$ cat src/rtl/larsen_scanner_pwm_if.sv
// larsen_scanner_pwm_if: scanner control inputs and LED/position/step outputs.
interface larsen_scanner_pwm_if #(
    parameter int NUM_LEDS = 8
);
    logic                        enable;
    logic                        wrap_mode;
    logic [NUM_LEDS-1:0]         led;
    logic [$clog2(NUM_LEDS)-1:0] pos;
    logic                        step;
    modport master (output enable, wrap_mode, input led, pos, step);
    modport slave (input enable, wrap_mode, output led, pos, step);
endinterface

$ cat src/rtl/larsen_scanner_pwm.sv
// larsen_scanner_pwm: bouncing/wrapping LED head; define LARSEN_TAIL_EN for a PWM-faded decaying tail,
// otherwise led is a registered one-hot of the head position.
module larsen_scanner_pwm #(
    parameter int NUM_LEDS = 8,
    parameter int DIV_BITS = 19,
    parameter int PWM_BITS = 4
) (
    input logic hwclk,
    input logic rst_n,
    larsen_scanner_pwm_if.slave bus
);
    localparam int PW = $clog2(NUM_LEDS);
    localparam logic [PW-1:0] LAST = PW'(NUM_LEDS - 1);
    typedef enum logic {UP, DOWN} dir_e;
    dir_e dir_q, dir_d;
    logic [DIV_BITS-1:0] div_q, div_d;
    logic [PW-1:0] pos_q, pos_d;
    logic [NUM_LEDS-1:0] led_q, led_d;
    logic step_q, tick;
    always_comb begin
        tick = bus.enable && (&div_q);
        div_d = bus.enable ? div_q + DIV_BITS'(1) : div_q;
        pos_d = pos_q;
        dir_d = dir_q;
        if (tick) begin
            if (bus.wrap_mode) begin
                pos_d = (pos_q == LAST) ? '0 : pos_q + PW'(1);
                dir_d = UP;
            end else if (dir_q == UP) begin
                pos_d = (pos_q == LAST) ? LAST - PW'(1) : pos_q + PW'(1);
                dir_d = (pos_q == LAST) ? DOWN : UP;
            end else begin
                pos_d = (pos_q == '0) ? PW'(1) : pos_q - PW'(1);
                dir_d = (pos_q == '0) ? UP : DOWN;
            end
        end
    end
`ifdef LARSEN_TAIL_EN
    localparam logic [PWM_BITS-1:0] MAX = '1;
    logic [PWM_BITS-1:0] bright_q [NUM_LEDS];
    logic [PWM_BITS-1:0] bright_d [NUM_LEDS];
    logic [PWM_BITS-1:0] pwm_q;
    // The head lands at full brightness; everything else halves on each tick.
    always_comb begin
        for (int i = 0; i < NUM_LEDS; i++) begin
            bright_d[i] = !tick ? bright_q[i] : (pos_d == PW'(i)) ? MAX : bright_q[i] >> 1;
            led_d[i] = bright_q[i] > pwm_q;
        end
    end
    always_ff @(posedge hwclk or negedge rst_n) begin
        if (!rst_n) begin
            pwm_q <= '0;
            for (int i = 0; i < NUM_LEDS; i++) bright_q[i] <= (i == 0) ? MAX : '0;
        end else begin
            pwm_q <= pwm_q + PWM_BITS'(1);
            bright_q <= bright_d;
        end
    end
`else
    always_comb begin
        for (int i = 0; i < NUM_LEDS; i++) led_d[i] = (pos_q == PW'(i));
    end
`endif
    always_ff @(posedge hwclk or negedge rst_n) begin
        if (!rst_n) begin
            div_q <= '0;
            pos_q <= '0;
            dir_q <= UP;
            step_q <= 1'b0;
            led_q <= '0;
        end else begin
            div_q <= div_d;
            pos_q <= pos_d;
            dir_q <= dir_d;
            step_q <= tick;
            led_q <= led_d;
        end
    end
    assign bus.led = led_q;
    assign bus.pos = pos_q;
    assign bus.step = step_q;
endmodule

$ cat src/flat_wrapper.sv
// flat-port wrapper written by rule: the top's interface ports become plain ports
module larsen_scanner_pwm_flat 
#(
    parameter int NUM_LEDS = 8,
    parameter int DIV_BITS = 19,
    parameter int PWM_BITS = 4
)
  (hwclk, rst_n, bus_enable, bus_wrap_mode, bus_led, bus_pos, bus_step);
  larsen_scanner_pwm_if #(.NUM_LEDS(NUM_LEDS)) bus_i ();
  input logic hwclk;
  input logic rst_n;
  input wire logic [$bits(bus_i.enable)-1:0] bus_enable;
  input wire logic [$bits(bus_i.wrap_mode)-1:0] bus_wrap_mode;
  output wire logic [$bits(bus_i.led)-1:0] bus_led;
  output wire logic [$bits(bus_i.pos)-1:0] bus_pos;
  output wire logic [$bits(bus_i.step)-1:0] bus_step;
  assign bus_i.enable = bus_enable;
  assign bus_i.wrap_mode = bus_wrap_mode;
  assign bus_led = bus_i.led;
  assign bus_pos = bus_i.pos;
  assign bus_step = bus_i.step;
  larsen_scanner_pwm #(.NUM_LEDS(NUM_LEDS), .DIV_BITS(DIV_BITS), .PWM_BITS(PWM_BITS)) u_core (.hwclk(hwclk), .rst_n(rst_n), .bus(bus_i));
endmodule
$ cat config.mk
export PLATFORM = sky130hd
export DESIGN_NAME = larsen_scanner_pwm_flat
export DESIGN_NICKNAME = d
export VERILOG_FILES = /design/src/rtl/larsen_scanner_pwm_if.sv /design/src/rtl/larsen_scanner_pwm.sv /design/src/flat_wrapper.sv
export SDC_FILE = /design/constraint.sdc
export NUM_CORES = 1
export LEC_CHECK = 0
export BUFFER_PORTS_ARGS = -buffer_cell sky130_fd_sc_hd__buf_2
export CAP_MARGIN = 10
export CORE_AREA = 8 8 55 103
export CTS_BUF_LIST = sky130_fd_sc_hd__clkbuf_4 sky130_fd_sc_hd__clkbuf_8
export CTS_CLUSTER_SIZE = 20
export DETAILED_ROUTE_END_ITERATION = 16
export DIE_AREA = 0 0 63 111
export PLACE_DENSITY = 0.61
export SYNTH_ARGS = -nofsm -noshare
export SYNTH_HDL_FRONTEND = slang
export SYNTH_SLANG_ARGS = --single-unit
$ cat constraint.sdc
create_clock -name hwclk -period 2.3 [get_ports hwclk]
set_input_delay 0.115 -clock hwclk [delete_from_list [all_inputs] [get_ports hwclk]]
set_output_delay 0.115 -clock hwclk [all_outputs]
set_load 0.03 [all_outputs]
==> results.md <==
- Outcome: finished clean
- I/O Buffers: 15
- RR Startpoint: u_core.bus.pos[0]$_DFFE_PN0P_
- Top cells by area, synth: dfrtp_1 (55%), ha_1 (7.7%), xnor2_1 (7.2%)
- WS Path Type: reg -> reg
- Switching share of power: 25.95%
- CTS tree: built
- H-tree depth: 2
- Initial antenna violation count: 0
- Final ANT Viol Nets: 0
- Vias in the first global route: 1086
- Util after Layout: 40.01%
- Data arrival time of the worst path: 2.04 ns
- Post-DP HPWL: 2.163 mm
- Reg clk slew, reported paths: 0.06 ns
- Syn Inst Count: 122
- Sequential power share: 54.3%
- WL final: 2.810 mm
- Fin Clk Skew: 0.005728 ns
- Via Count: 987
- Sequential area share after synthesis: 54.51%
- Syn Nets: 135
- Residual DRC: 0
- Static leakage: 0.8791 nW
- Ys async rst share: 100.0%
- Sum Neg Setup Slack: 0 ns
- Clock tree sinks: 32
- Resize count post-CTS: 0
- Unrepaired setup endpoints after global routing: no
- Total GRT Usage: 8.610%
- Yosys top cell area share: 54.51%
- Synth top cells by count: dfrtp_1 (32), xnor2_1 (12), ha_1 (9), nand2_1 (9), inv_1 (7)
- Iteration-0 DRC Markers: 15
- CTS Buffer Depth: 2
- Root buf cell: clkbuf_8
- Maximum VDD drop: 0.0003726 V
- ANT cells: 0
- Rows: 34
- Largest net degree at the start of global routing: 33
- Number of synthesized flops with an enable pin: 0
- Final setup vio count: 0
- Share of layout cells above drive strength 1: 19.86%
- Post-CTS Hold Fix Bufs: 1
- RePlAce Congestion: 0.7591
- Minimum hold slack: 0.1305 ns
- Syn avg cell area: 12.04 µm²
- Post-layout nets: 158
- Reg2reg path depth: 6
- Worst EP required: 2.49 ns
- Avg WL per Cell: 14.05 µm
- Avg Vias per Cell: 4.935
- Max Cap Viol: 0
- Switch Pwr: 0.3367 mW
- I/O Pins: 16
- Fillcell total: 436
- Post-synthesis instance area: 1469 µm²
- Flops & latches, synth: 32
- Tmin final: 1.846 ns
- Rel. slew slack: 53.54%
- Max Clock Freq: 541.7 MHz
- Pwr/cell area: 754.7 nW/µm²
- Critical Path Sink Type: flop
- Worst min path class: in -> reg
- Slew Viols, Final: 0
- Gate power share: 10.6%
- Synth-to-Final Area Change: 17.04%
- Post-CTS setup buffers: 0
- P_int: 0.9608 mW
- Pre-CTS setup slack: 0.4626 ns
- DRT Pass-1 Iters: 4
- Die Height: 111 µm
- Crit share post-route: 80.27%
- Final WS setup: 0.4539 ns
- Yosys warnings: 0
- R2r setup slk: 0.45 ns
- Library cells used by synthesis: 28
- R2r endpoint: u_core.bus.pos[2]$_DFFE_PN0P_
- Most frequent cell after synthesis: dfrtp_1
- Total die area: 6993 µm²
- CP Max Fanout: 5
- Starting Density: 34.19%
- Largest area contributor in the netlist: dfrtp_1
- Grt ovf: 0
- First-pass GRT wire length: 4.843 mm
- Clock Latency Late Sink: 0.27 ns
- Worst Tran Pin Value: 0.6969 ns
- Worst setup path startpoint: u_core.bus.pos[0]$_DFFE_PN0P_
- Synth Flop Type: dfrtp_1
- Die W: 63 µm
- Core Area: 4297 µm²
- CTS buffer count: 5
- Crit start category: flop
- Clock power share: 35.1%
- Critical Path End: u_core.bus.pos[2]$_DFFE_PN0P_
- Final hold violations: 0
-- cell type report --
cell class,count,area (µm²),share of cell area (%)
clock buffers,8,97.59,5.677
inverters,7,26.28,1.528
multi-input cells,83,641.9,37.34
flip-flops and latches,32,800.8,46.58
well taps,54,67.56,3.930
repair buffers,16,85.08,4.949
-- power by group through the flow --
stage	logic (mW)	registers [mW]	clock network, mW
global route	0.161	0.713	0.493
global placement	0.131	0.708	0
finish	0.138	0.704	0.455
floorplan	0.102	0.698	0
detailed placement	0.138	0.714	0
CTS	0.141	0.704	0.467
-- sequential cells by signal (all words and copies together) (netlist names) --
signal,count
u_core.bus.pos,3
u_core.bus.step,1
u_core.dir_q,1
u_core.div_q,19
u_core.bus.led,8
-- metal layers --
layer / vias to the layer above / share of wire, % / GRT usage [%]
met1: 497 / 36 / 7.711
met2: 23 / 58 / 16.10
met4: 0 / 2.7 / 4.908
li1: 459 / - / -
met5: - / 0 / 0
met3: 8 / 3.9 / 2.632
-- per-stage QoR --
stage | cell area (µm²) | std cells | total power, mW
6_report | 1719 | 200 | 1.297
5_1_grt | 1719 | 200 | 1.367
4_1_cts | 1719 | 200 | 1.312
3_5_place_dp | 1612 | 191 | 0.8520
3_3_place_gp | 1612 | 191 | 0.8396
2_1_floorplan | 1469 | 122 | 0.8004
-- how the worst min path moves through the flow --
| stage | endpoint | slack (ns) | from | depth (start not counted) |
|---|---|---|---|---|
| after global placement | u_core.div_q[2]$_DFFE_PN0P_ | 0.19 | rst_n | 1 |
| after CTS | u_core.div_q[0]$_DFFE_PN0P_ | 0.12 | bus_enable | 2 |
| after floorplan | u_core.bus.led[0]$_DFF_PN0_ | -0.18 | rst_n | 0 |
| after global routing | u_core.div_q[0]$_DFFE_PN0P_ | 0.15 | bus_enable | 2 |
| after detailed placement | u_core.div_q[2]$_DFFE_PN0P_ | 0.21 | rst_n | 1 |
| final | u_core.div_q[0]$_DFFE_PN0P_ | 0.13 | bus_enable | 2 |
-- cell usage in the layout (no fill, tap or decap), types with 5 or more instances in the layout --
cell type and n:
nand3_1 5, nor2b_1 6, nor2_1 5, xor2_1 6
nand4_1 5, nand2_1 9, clkbuf_8 6, dfrtp_1 32
ha_1 9, inv_1 7, xnor2_1 12, buf_2 15
-- cell families after synthesis --
group,Yosys count,synth area share (%)
and+or+nand+nor,44,18.91
DFF,32,54.51
xor gates and xnor gates,18,10.73
adders and majority gates,9,7.666
AOI/OAI and AO/OA,8,3.577
buffers and inverters,7,1.789
muxes,4,2.811
-- worst max-delay path, stage by stage, from the launching register on --
cell and delay (ns):
dfrtp_1 0.41, inv_1 0.12, ha_1 0.25, or3b_2 0.45, a311oi_1 0.30, a21oi_1 0.08, mux2i_1 0.15
(Power assumes the default switching activity.)
